<file path="config.mk">
export PLATFORM = sky130hd
export DESIGN_NAME = mem_bus_arbiter
export DESIGN_NICKNAME = d
export VERILOG_FILES = /design/src/rtl/mem_bus_arbiter.sv
export SDC_FILE = /design/constraint.sdc
export NUM_CORES = 1
export LEC_CHECK = 0
export CORE_MARGIN = 2
export CORE_UTILIZATION = 39
export DETAILED_ROUTE_END_ITERATION = 7
export PLACE_DENSITY = 0.82
export SYNTH_ARGS = -nofsm -noshare
export SYNTH_HDL_FRONTEND = slang
export SYNTH_SLANG_ARGS = --single-unit
</file>
<file path="constraint.sdc">
create_clock -name clk -period 3.9 [get_ports clk]
set_input_delay 0.78 -clock clk [delete_from_list [all_inputs] [get_ports clk]]
set_output_delay 0.78 -clock clk [all_outputs]
set_load 0.005 [all_outputs]
</file>
<file path="src/rtl/mem_bus_arbiter.sv">
// mem_bus_arbiter
//   Shares the CPU memory/IO export port between instruction fetch (IF) and
//   the data stage (D). Each access keeps bus_en high for MEM_LAT cycles.
//   The requester then gets a one-cycle done pulse, and read data is held on
//   rdata. D has priority. IF is guaranteed the next arbitration after it
//   has lost STARVE_LIM contested arbitrations in a row.
//
// Ports
//   clk, rst                      clock, synchronous active-high reset
//   if_req, if_addr               fetch request (read-only, memory space)
//   if_gnt, if_done               IF owns the bus / fetch complete pulse
//   d_req, d_rw, d_memio,
//   d_addr, d_wdata               data-stage request and command
//   d_gnt, d_done                 D owns the bus / data access complete pulse
//   rdata                         last read data returned
//   bus_en, bus_rw, bus_memio,
//   bus_addr, bus_wdata           command toward the export port
//   bus_rdata                     read data from the export port
//   busy                          arbiter not idle
module mem_bus_arbiter #(
  parameter int MEM_LAT    = 2,
  parameter int STARVE_LIM = 4
) (
  input  logic        clk,
  input  logic        rst,
  input  logic        if_req,
  input  logic [15:0] if_addr,
  output logic        if_gnt,
  output logic        if_done,
  input  logic        d_req,
  input  logic        d_rw,
  input  logic        d_memio,
  input  logic [15:0] d_addr,
  input  logic [15:0] d_wdata,
  output logic        d_gnt,
  output logic        d_done,
  output logic [15:0] rdata,
  output logic        bus_en,
  output logic        bus_rw,
  output logic        bus_memio,
  output logic [15:0] bus_addr,
  output logic [15:0] bus_wdata,
  input  logic [15:0] bus_rdata,
  output logic        busy
);

  localparam int DATA_W = 16;
  localparam int CNT_W  = (MEM_LAT > 1) ? $clog2(MEM_LAT) : 1;
  localparam int STV_W  = $clog2(STARVE_LIM + 1);

  typedef enum logic [1:0] {IDLE, BUSY, RESP} state_t;

  state_t           state, state_nxt;
  logic [CNT_W-1:0] cnt, cnt_nxt;
  logic [STV_W-1:0] starve, starve_nxt;
  logic             owner_d, owner_d_nxt;  // 1: D owns the bus, 0: IF
  logic             load;                  // latch the winner's command
  logic             capture;               // sample bus_rdata into rdata

  always_ff @(posedge clk) begin
    if (rst) begin
      state   <= IDLE;
      cnt     <= '0;
      starve  <= '0;
      owner_d <= 1'b0;
    end else begin
      state   <= state_nxt;
      cnt     <= cnt_nxt;
      starve  <= starve_nxt;
      owner_d <= owner_d_nxt;
    end
  end

  always_comb begin
    state_nxt   = state;
    cnt_nxt     = cnt;
    starve_nxt  = starve;
    owner_d_nxt = owner_d;
    load        = 1'b0;
    capture     = 1'b0;
    bus_en      = 1'b0;
    busy        = 1'b0;
    if_gnt      = 1'b0;
    d_gnt       = 1'b0;
    if_done     = 1'b0;
    d_done      = 1'b0;

    case (state)
      IDLE: begin
        if (if_req || d_req) begin
          load      = 1'b1;
          cnt_nxt   = CNT_W'(MEM_LAT - 1);
          state_nxt = BUSY;
          if (if_req && d_req) begin
            // Contested: D wins unless IF has lost STARVE_LIM times in a row.
            // starve < STARVE_LIM in the D branch, so the increment saturates.
            if (starve == STV_W'(STARVE_LIM)) begin
              owner_d_nxt = 1'b0;
              starve_nxt  = '0;
            end else begin
              owner_d_nxt = 1'b1;
              starve_nxt  = starve + STV_W'(1);
            end
          end else if (d_req) begin
            owner_d_nxt = 1'b1;
          end else begin
            owner_d_nxt = 1'b0;
            starve_nxt  = '0;
          end
        end
      end
      BUSY: begin
        bus_en = 1'b1;
        busy   = 1'b1;
        if_gnt = ~owner_d;
        d_gnt  = owner_d;
        if (cnt == '0) begin
          capture   = ~bus_rw;
          state_nxt = RESP;
        end else begin
          cnt_nxt = cnt - CNT_W'(1);
        end
      end
      RESP: begin
        busy      = 1'b1;
        if_gnt    = ~owner_d;
        d_gnt     = owner_d;
        if_done   = ~owner_d;
        d_done    = owner_d;
        state_nxt = IDLE;
      end
      default: state_nxt = IDLE;
    endcase
  end

  // Bus command and read-data registers. They are reset so that every
  // output is zero after reset; a reset mid-access also discards the
  // pending read.
  always_ff @(posedge clk) begin
    if (rst) begin
      bus_rw    <= 1'b0;
      bus_memio <= 1'b0;
      bus_addr  <= '0;
      bus_wdata <= '0;
      rdata     <= '0;
    end else begin
      if (load) begin
        if (owner_d_nxt) begin
          bus_rw    <= d_rw;
          bus_memio <= d_memio;
          bus_addr  <= d_addr;
          bus_wdata <= d_wdata;
        end else begin
          bus_rw    <= 1'b0;
          bus_memio <= 1'b0;
          bus_addr  <= if_addr;
          bus_wdata <= {DATA_W{1'b0}};
        end
      end
      if (capture) begin
        rdata <= bus_rdata;
      end
    end
  end

endmodule
</file>
==> flow_results.org, run 1 <==
** Route
- Dividing the detail-routed via count by the number of cells gives approximately 5.
- Uppermost layer routed :: met4
- For this run, the detailed router's first-pass iteration total came to 4.
- After detailed routing, the average wire length per cell comes to 14.6 um.
- Detail Route Antenna Nets :: 0
- Post-detailed-routing wire length :: roughly 6.7 mm
- After detailed routing, the number of remaining DRC violations is 0.
- The final route contains about 2400 vias.
- Detailed routing placed a total of about 3.1 mm of wire on met2.
- Starting DRC count in detailed routing :: 141
- Sum of met3 wire segment lengths after detailed routing :: 728 um
- Routed length on met1 :: approximately 2.8 mm

** Layout
- Number of antenna repair diodes :: 0
- Most common cell after layout, fill and taps aside :: sky130_fd_sc_hd__clkdlybuf4s50_1
- Post-route design area :: approximately 3700 um^2
- Area of all sequential standard cells :: between 1000 and 1500 um^2
- Nets :: about 450
- FILL cells :: 493
- Area taken by multi-input logic gates :: 1020 um^2
- Syn-to-layout area delta :: 59.1%
- In the final layout, the share of cells above drive strength 1 is 0.0653.
- The library cells used most frequently in the layout, excluding fill and tap cells, are 124 x sky130_fd_sc_hd__clkdlybuf4s50_1, 57 x sky130_fd_sc_hd__dfxtp_1, 35 x sky130_fd_sc_hd__nand2_1.

** Global route
- Overflow after GRT :: 0
- Via count of the first global-routing pass :: 2226
- The first global-routing pass estimated approximately 10 mm of wire.
- Largest net degree at the start of global routing :: 58
- The number of antenna violations at the first check in global routing is 0.
- In the global route stage, overall resource usage came out at 0.201.

** STA
- Shortest clock period the worst path allows after layout :: 2510 ps
- For the pin with the worst max-slew slack, the measured transition is slightly above 1000 ps.
- Setup repair after global routing missed its margin :: no
- Setup violations remaining at the end of the flow were counted as 0.
- Upper clock frequency limit :: approximately 400 MHz
- In the finished design, the share of the clock period the worst path needs comes to 0.642.
- Headroom to the max-slew limit :: 0.311
- Clk_skew :: between 3 and 4 ps
- Final hold violation count :: 0
- Summed over all failing endpoints, the final setup total negative slack is 0 ps.
- Max-slew violations :: 0

** CTS
- After clock tree synthesis, the flow added hold-fix buffers numbering 0.
- After clock tree synthesis, the clock-pin slew on the worst setup and hold paths is roughly 60 ps.
- Maximum count of clock buffers along a single path :: 2
- The H-tree generated during clock tree synthesis spans 3 levels.
- Clock latency of the later-clocked register in the worst-skew pair :: 330 ps
- Buffers added to address setup during post-CTS repair amount to 0.
- Clock Tree Root :: sky130_fd_sc_hd__clkbuf_8
- TritonCTS created 9 clock buffers.
- TritonCTS clock tree :: done
- Clock tree sinks :: 57
- Post-CTS resize count :: 0

** Yosys
- Combined area of all synthesized cells :: 2360 um^2
- Ranked by total cell area, the synthesized netlist is headed by sky130_fd_sc_hd__dfxtp_1 48%, sky130_fd_sc_hd__a32oi_1 6.7%, sky130_fd_sc_hd__a21oi_1 6.6%, sky130_fd_sc_hd__nand2_1 5.6%, sky130_fd_sc_hd__o221a_1 4.8%.
- Summed over all instances, the cell type with the most area after synthesis is sky130_fd_sc_hd__dfxtp_1.
- Number of unique standard cell types used by synthesis :: 33
- Instance count of the mapped netlist :: 260
- Synthesized area divided by synthesized cell count :: just over 9 um^2
- The share of the Yosys chip area taken by registers is 0.484.
- In this run, synthesis produced a sequential element count of between 50 and 60.
- For this run, the number of Yosys warnings is 0.
- The number of nets handed over by synthesis was 335.
- Of the post-synthesis cell area, the dominant cell type holds 0.484.

** Floorplan
- The die is 81.7 um tall.
- Horizontal extent of the die :: ~82 um
- The core region is between 5000 and 6000 um^2.
- Initial core utilization :: 0.400
- Ports placed on the boundary :: between 100 and 150
- The floorplan step defined a die boundary enclosing between 6000 and 7000 um^2.
- Site row count :: 28

** Worst setup path
- Startpoint types :: register
- STA classifies the critical path endpoint as an output pin.
- Required time worst endpoint :: approximately 3100 ps
- Worst Setup Path Type :: register to output pin
- Max Fanout on Critical Path :: 3
- At the worst endpoint, the arrival time is approximately 1700 ps.

** Placed design
- Routability-driven placement finished with a final weighted congestion of ~0.76.
- Cell Area, Placed :: between 3000 and 4000 um^2
- The HPWL after detailed placement is approximately 4.6 mm.
- Number of input and output port buffers inserted :: 125

** Run status
- The flow ran to the end, and the final reports show no timing, DRC or antenna violations.

** Pwr
- Peak supply drop :: about 0.2 mV
- For this design the static power due to leakage is between 1 and 1.5 nW.
- Power spread over the standard cell area amounts to about 430 nW/um^2.

** Job
- Number of max-cap violations :: 0

** Worst hold path
- The tightest min-delay check is of the register to register type.
-- report_power, final --
part / switching [mW] / total, mW / internal, mW
combinational: 0.186 / 0.434 / 0.248
clock: 0.220 / 0.482 / 0.262
sequential: 0.0347 / 0.681 / 0.647
-- area by class of cell --
| cell class | instances | share of cell area |
|---|---|---|
| Clock inverter | 3 | 0.00401 |
| Tap cell | 75 | 0.0250 |
| Sequential cell | 57 | 0.305 |
| Multi-Input combinational cell | 167 | 0.272 |
| Timing Repair Buffer | 126 | 0.335 |
| Inverter | 17 | 0.0170 |
| Clock buffer | 13 | 0.0424 |
-- Yosys cell counts --
cell / n
sky130_fd_sc_hd__nor2b_1: 2
sky130_fd_sc_hd__o21ai_0: 5
sky130_fd_sc_hd__and2_1: 5
sky130_fd_sc_hd__a21oi_1: 31
sky130_fd_sc_hd__dfxtp_1: 57
sky130_fd_sc_hd__inv_1: 17
sky130_fd_sc_hd__o221a_1: 10
sky130_fd_sc_hd__nor3b_2: 1
sky130_fd_sc_hd__nor2_1: 26
sky130_fd_sc_hd__xor2_1: 1
sky130_fd_sc_hd__ha_1: 5
sky130_fd_sc_hd__nor3b_1: 1
sky130_fd_sc_hd__buf_1: 2
sky130_fd_sc_hd__buf_6: 6
sky130_fd_sc_hd__nand3_2: 1
sky130_fd_sc_hd__buf_4: 2
sky130_fd_sc_hd__nand2b_1: 1
sky130_fd_sc_hd__nand2_1: 35
sky130_fd_sc_hd__or3b_1: 1
sky130_fd_sc_hd__a31oi_1: 4
sky130_fd_sc_hd__a32oi_1: 18
sky130_fd_sc_hd__o22ai_1: 1
sky130_fd_sc_hd__a21boi_2: 1
sky130_fd_sc_hd__o21ai_2: 1
sky130_fd_sc_hd__o221a_2: 2
sky130_fd_sc_hd__nor3_1: 3
sky130_fd_sc_hd__o21a_1: 2
sky130_fd_sc_hd__nand2_4: 2
sky130_fd_sc_hd__buf_2: 5
sky130_fd_sc_hd__nand3_1: 3
sky130_fd_sc_hd__a21bo_2: 1
sky130_fd_sc_hd__a211oi_1: 4
sky130_fd_sc_hd__clkbuf_1: 4
-- per-stage QoR --
step	total power, mW	hold WS [ps]	util	std cells	setup WS, ps
6_report	1.60	453	0.637	458	1390
5_1_grt	1.69	477	0.637	458	1330
4_1_cts	1.62	457	0.637	458	1390
3_5_place_dp	1.13	448	0.607	442	1210
3_3_place_gp	1.12	441	0.607	442	1270
2_1_floorplan	0.905	449	-	260	2230
-- worst max-delay path, cell delays in order, from the launching register on --
cell	delay [ps]
sky130_fd_sc_hd__dfxtp_1	350
sky130_fd_sc_hd__inv_1	70
sky130_fd_sc_hd__ha_1	310
sky130_fd_sc_hd__nor2b_1	130
sky130_fd_sc_hd__clkdlybuf4s50_1	530
-- logic make-up after synthesis --
| kind of cell | count (synthesis) | synth area share |
|---|---|---|
| buffers and inverters | 36 | 0.0823 |
| and+or+nand+nor | 81 | 0.157 |
| adders and majority gates | 5 | 0.0266 |
| AOI/OAI and AO/OA | 80 | 0.246 |
| xor gates and xnor gates | 1 | 0.00372 |
| DFF | 57 | 0.484 |
-- state kept, by name (all words and copies together) (netlist names) --
name and flops:
bus_addr 16, state 2, starve 3, owner_d 1, bus_memio 1, cnt 1
rdata 16, bus_wdata 16, bus_rw 1
-- layer usage --
layer / GRT usage / up-vias
met5: 0 / -
met4: 0.0800 / 0
met3: 0.0791 / 8
met2: 0.332 / 107
met1: 0.234 / 1085
li1: - / 1153
-- final timing paths --
kind	start	end	slack (ps)	cells past startpoint
setup / recovery	state[0]$_SDFFE_PP0P_	if_gnt	1390	4
hold / removal	rdata[2]$_SDFFE_PP0P_	rdata[2]$_SDFFE_PP0P_	450	2
setup reg to reg	state[1]$_SDFFE_PP0P_	bus_addr[0]$_SDFFE_PP0P_	1880	5
hold reg to reg	rdata[2]$_SDFFE_PP0P_	rdata[2]$_SDFFE_PP0P_	450	2
(Power assumes the default switching activity.)
==> run 2, diff against run 1 <==
--- a/config.mk
+++ b/config.mk
@@ -6,9 +6,9 @@
 export NUM_CORES = 1
 export LEC_CHECK = 0
 export CORE_MARGIN = 2
-export CORE_UTILIZATION = 39
+export CORE_UTILIZATION = 35
 export DETAILED_ROUTE_END_ITERATION = 7
-export PLACE_DENSITY = 0.82
+export PLACE_DENSITY = 0.78
 export SYNTH_ARGS = -nofsm -noshare
 export SYNTH_HDL_FRONTEND = slang
 export SYNTH_SLANG_ARGS = --single-unit
==> constraint.sdc (replaced) <==
create_clock -name clk -period 2.2 [get_ports clk]
set_input_delay 0.44 -clock clk [delete_from_list [all_inputs] [get_ports clk]]
set_output_delay 0.44 -clock clk [all_outputs]
set_load 0.005 [all_outputs]
==> run 2 against run 1 <==
  * Non-clock buffer count grew 6
  * Combinational power increased by 82%
  * Worst setup slack worse by 1300 ps
  * Largest cell class unchanged
  * Global-route usage is 2.5 points lower
  * Via count decreased by 1.5%
  * Cell area up 3.5%
  * Clock power rose by 150%
==> flow_results.org, run 2 (same netlist as run 1, synthesis figures left out) <==
** Run status
- Outcome :: finished, final reports clean

** Floorplan
- From left edge to right edge, the die measures approximately 86 um.
- around 130 I/O pins were placed.
- The initial utilization of the core area, before any placement, comes to 0.367.
- Core Footprint :: ~6400 um^2
- From bottom edge to top edge, the die measures approximately 86 um.
- The floorplan step defined a die boundary enclosing approximately 7400 um^2.
- In this run the core area contains 29 standard-cell rows.

** Layout
- Area taken by multi-input logic gates :: just over 1000 um^2
- In the final design database the tool counted between 400 and 500 nets.
- Number of antenna repair diodes :: 0
- The library cell used most frequently in the layout, excluding fill and tap cells, is sky130_fd_sc_hd__clkdlybuf4s50_1.
- Layout cells sized above 1 :: 0.0900
- Counting the fill cells in the layout gives 568.
- Syn-to-layout area delta :: 64.6%
- The library cells used most frequently in the layout, excluding fill and tap cells, are 124 x sky130_fd_sc_hd__clkdlybuf4s50_1, 56 x sky130_fd_sc_hd__dfxtp_1, 35 x sky130_fd_sc_hd__nand2_1.
- The largest registers in the layout are bus_addr: 16 flops, bus_wdata: 16 flops, rdata: 16 flops.
- Area of all sequential standard cells :: roughly 1100 um^2

** Worst setup path
- The worst setup path is of the register to output pin kind.
- Arrival @ worst endpoint :: ~1700 ps
- Endpoint of the worst register-to-register path :: rdata[0]$_SDFFE_PP0P_
- At the worst endpoint, the required time is between 1500 and 2000 ps.
- Kind of capture point of the worst setup path :: output pin
- Traced cell by cell, the critical path runs through inv_1, ha_4, nor2b_1, clkdlybuf4s50_1.
- Startpoint types :: register
- The worst register-to-register path begins at state[1]$_SDFFE_PP0P_.
- Max Fanout on Critical Path :: 3
- The worst register-to-register path has a depth of 5.
- Max stage delay cell, worst path :: sky130_fd_sc_hd__clkdlybuf4s50_1
- Largest stage delay on the critical path :: approximately 500 ps
- Bufs and invs on worst path :: 2
- Broken down by cell family, the worst path's largest delay share belongs to buffers and inverters.
- Setup slack of the most critical reg-to-reg path :: around 520 ps

** STA
- The count of endpoints failing hold in the final timing report is 0.
- Worst-margin pin slew :: around 530 ps
- Setup repair after global routing left no endpoint under its margin.
- Clk_skew :: slightly below 9 ps
- Final count of negative-setup-slack endpoints :: 0
- The number of max-slew violations in the final report is 0.
- Timing would allow up to 477 MHz.
- Shortest clock period the worst path allows after layout :: 2100 ps
- Setup total negative slack on the finished layout was measured at 0 ps.
- Headroom to the max-slew limit :: 0.644
- Final worst-path cycle share :: 0.953

** Global route
- The first global-routing pass estimated 10.4 mm of wire.
- Overflow after GRT :: 0
- GRT Overall Usage :: 0.176
- Largest net degree at the start of global routing :: 26
- The number of antenna violations at the first check in global routing was 0.
- Via count of the first global-routing pass :: between 2000 and 2500

** CTS
- Clock tree sinks :: 57
- TritonCTS clock tree :: done
- Counting the buffers created by CTS gives 9.
- Number of setup buffers added after CTS :: 0
- Clock latency of the later-clocked register in the worst-skew pair :: 330 ps
- Clock-pin slew was measured on the worst setup and hold paths at ~70 ps.
- Number of levels in the clock H-tree :: 3
- Clock tree synthesis selected as its root buffer the cell sky130_fd_sc_hd__clkbuf_8.
- Maximum count of clock buffers along a single path :: 2

** Route
- Number of detailed-route iterations in the first pass :: 4
- Detail Route Antenna Nets :: 0
- Post-detailed-routing wire length :: ~6.6 mm
- Starting DRC count in detailed routing :: roughly 130
- Using the TritonRoute via totals, the vias-per-cell ratio works out to 4.97.
- DR vias :: roughly 2300
- Drt drc :: 0
- After detailed routing, the average wire length per cell comes to roughly 14 um.

** Job
- Number of max-cap violations :: 0

** Worst hold path
- Type of the most critical hold path :: register to register
- Worst hold start :: rdata[9]$_SDFFE_PP0P_
- The path with the worst hold slack has its endpoint at rdata[9]$_SDFFE_PP0P_.
- The worst hold path passes through 2 cells.

** Pwr
- Peak supply drop :: about 0.40 mV
- Total design power :: 3.19 mW
- Power spread over the standard cell area amounts to 822 nW/um^2.
- Summed over all cells, the static leakage comes to between 1 and 1.5 nW.

** Placed design
- Final weighted congestion in routability-driven placement :: 0.795
- Input and output buffers added on the ports amount to roughly 130.
- After legalization and detailed placement, the total HPWL measured between 4 and 5 mm.
==> run 2: cell types whose count changed in the layout (fill, tap and decap cells not counted), sizes merged <==
| cell | previous run | this run |
|---|---|---|
| buf | 2 | 8 |
| bufinv | 0 | 3 |
| clkbuf | 13 | 10 |
==> run 2: repair_timing <==
item	CTS	global route
endpoints found under the setup margin	0	2
gates resized for setup	0	2
hold buffers	0	0
==> run 2: area by class of cell <==
type / instances / share of cell area
flip-flops and latches: 57 / 0.295
multi-input cells: 167 / 0.267
clock inverters: 6 / 0.0271
repair buffers: 132 / 0.335
well taps: 77 / 0.0248
clock buffers: 10 / 0.0355
inverters: 17 / 0.0165
==> run 2: how the worst max path moves through the flow <==
stage | to | slack, ps | depth (start not counted) | start
3_3_place_gp | bus_addr[5]$_SDFFE_PP0P_ | 270 | 4 | if_req
3_5_place_dp | bus_addr[13]$_SDFFE_PP0P_ | 230 | 4 | if_req
2_1_floorplan | rdata[10]$_SDFFE_PP0P_ | 750 | 7 | state[1]$_SDFFE_PP0P_
6_report | if_gnt | 100 | 4 | state[1]$_SDFFE_PP0P_
4_1_cts | if_gnt | 20 | 4 | state[0]$_SDFFE_PP0P_
5_1_grt | if_gnt | 30 | 4 | state[1]$_SDFFE_PP0P_
==> run 2: worst reg2reg max path, stage by stage (launching register included) <==
cell                      delay [ps]
sky130_fd_sc_hd__dfxtp_1         310
sky130_fd_sc_hd__inv_1           120
sky130_fd_sc_hd__ha_1            260
sky130_fd_sc_hd__or3b_1          620
sky130_fd_sc_hd__nand2_1         170
sky130_fd_sc_hd__a21oi_1          70
==> run 2: power breakdown <==
| group | total [mW] | switching (mW) | internal [mW] |
|---|---|---|---|
| clock network | 1.19 | 0.411 | 0.777 |
| registers | 1.21 | 0.0648 | 1.15 |
| logic | 0.788 | 0.327 | 0.461 |
==> run 2: per-layer routing <==
| metal | up-vias | wire length (um) | global-route usage |
|---|---|---|---|
| li1 | 1167 | - | - |
| met1 | 1058 | 2870 | 0.225 |
| met2 | 91 | 3110 | 0.284 |
| met3 | 2 | 592 | 0.0520 |
| met4 | 0 | 16 | 0.0606 |
| met5 | - | 0 | 0 |
==> run 2: through the flow <==
step	cells	hold slack [ps]	util	instance area [um^2]	worst slack [ps]
global route	466	476	0.604	3880	25.2
global placement	450	442	0.564	3620	266
detailed placement	450	448	0.564	3620	227
CTS	466	458	0.602	3860	18.3
floorplan	260	449	-	2360	748
finish	466	455	0.604	3880	104
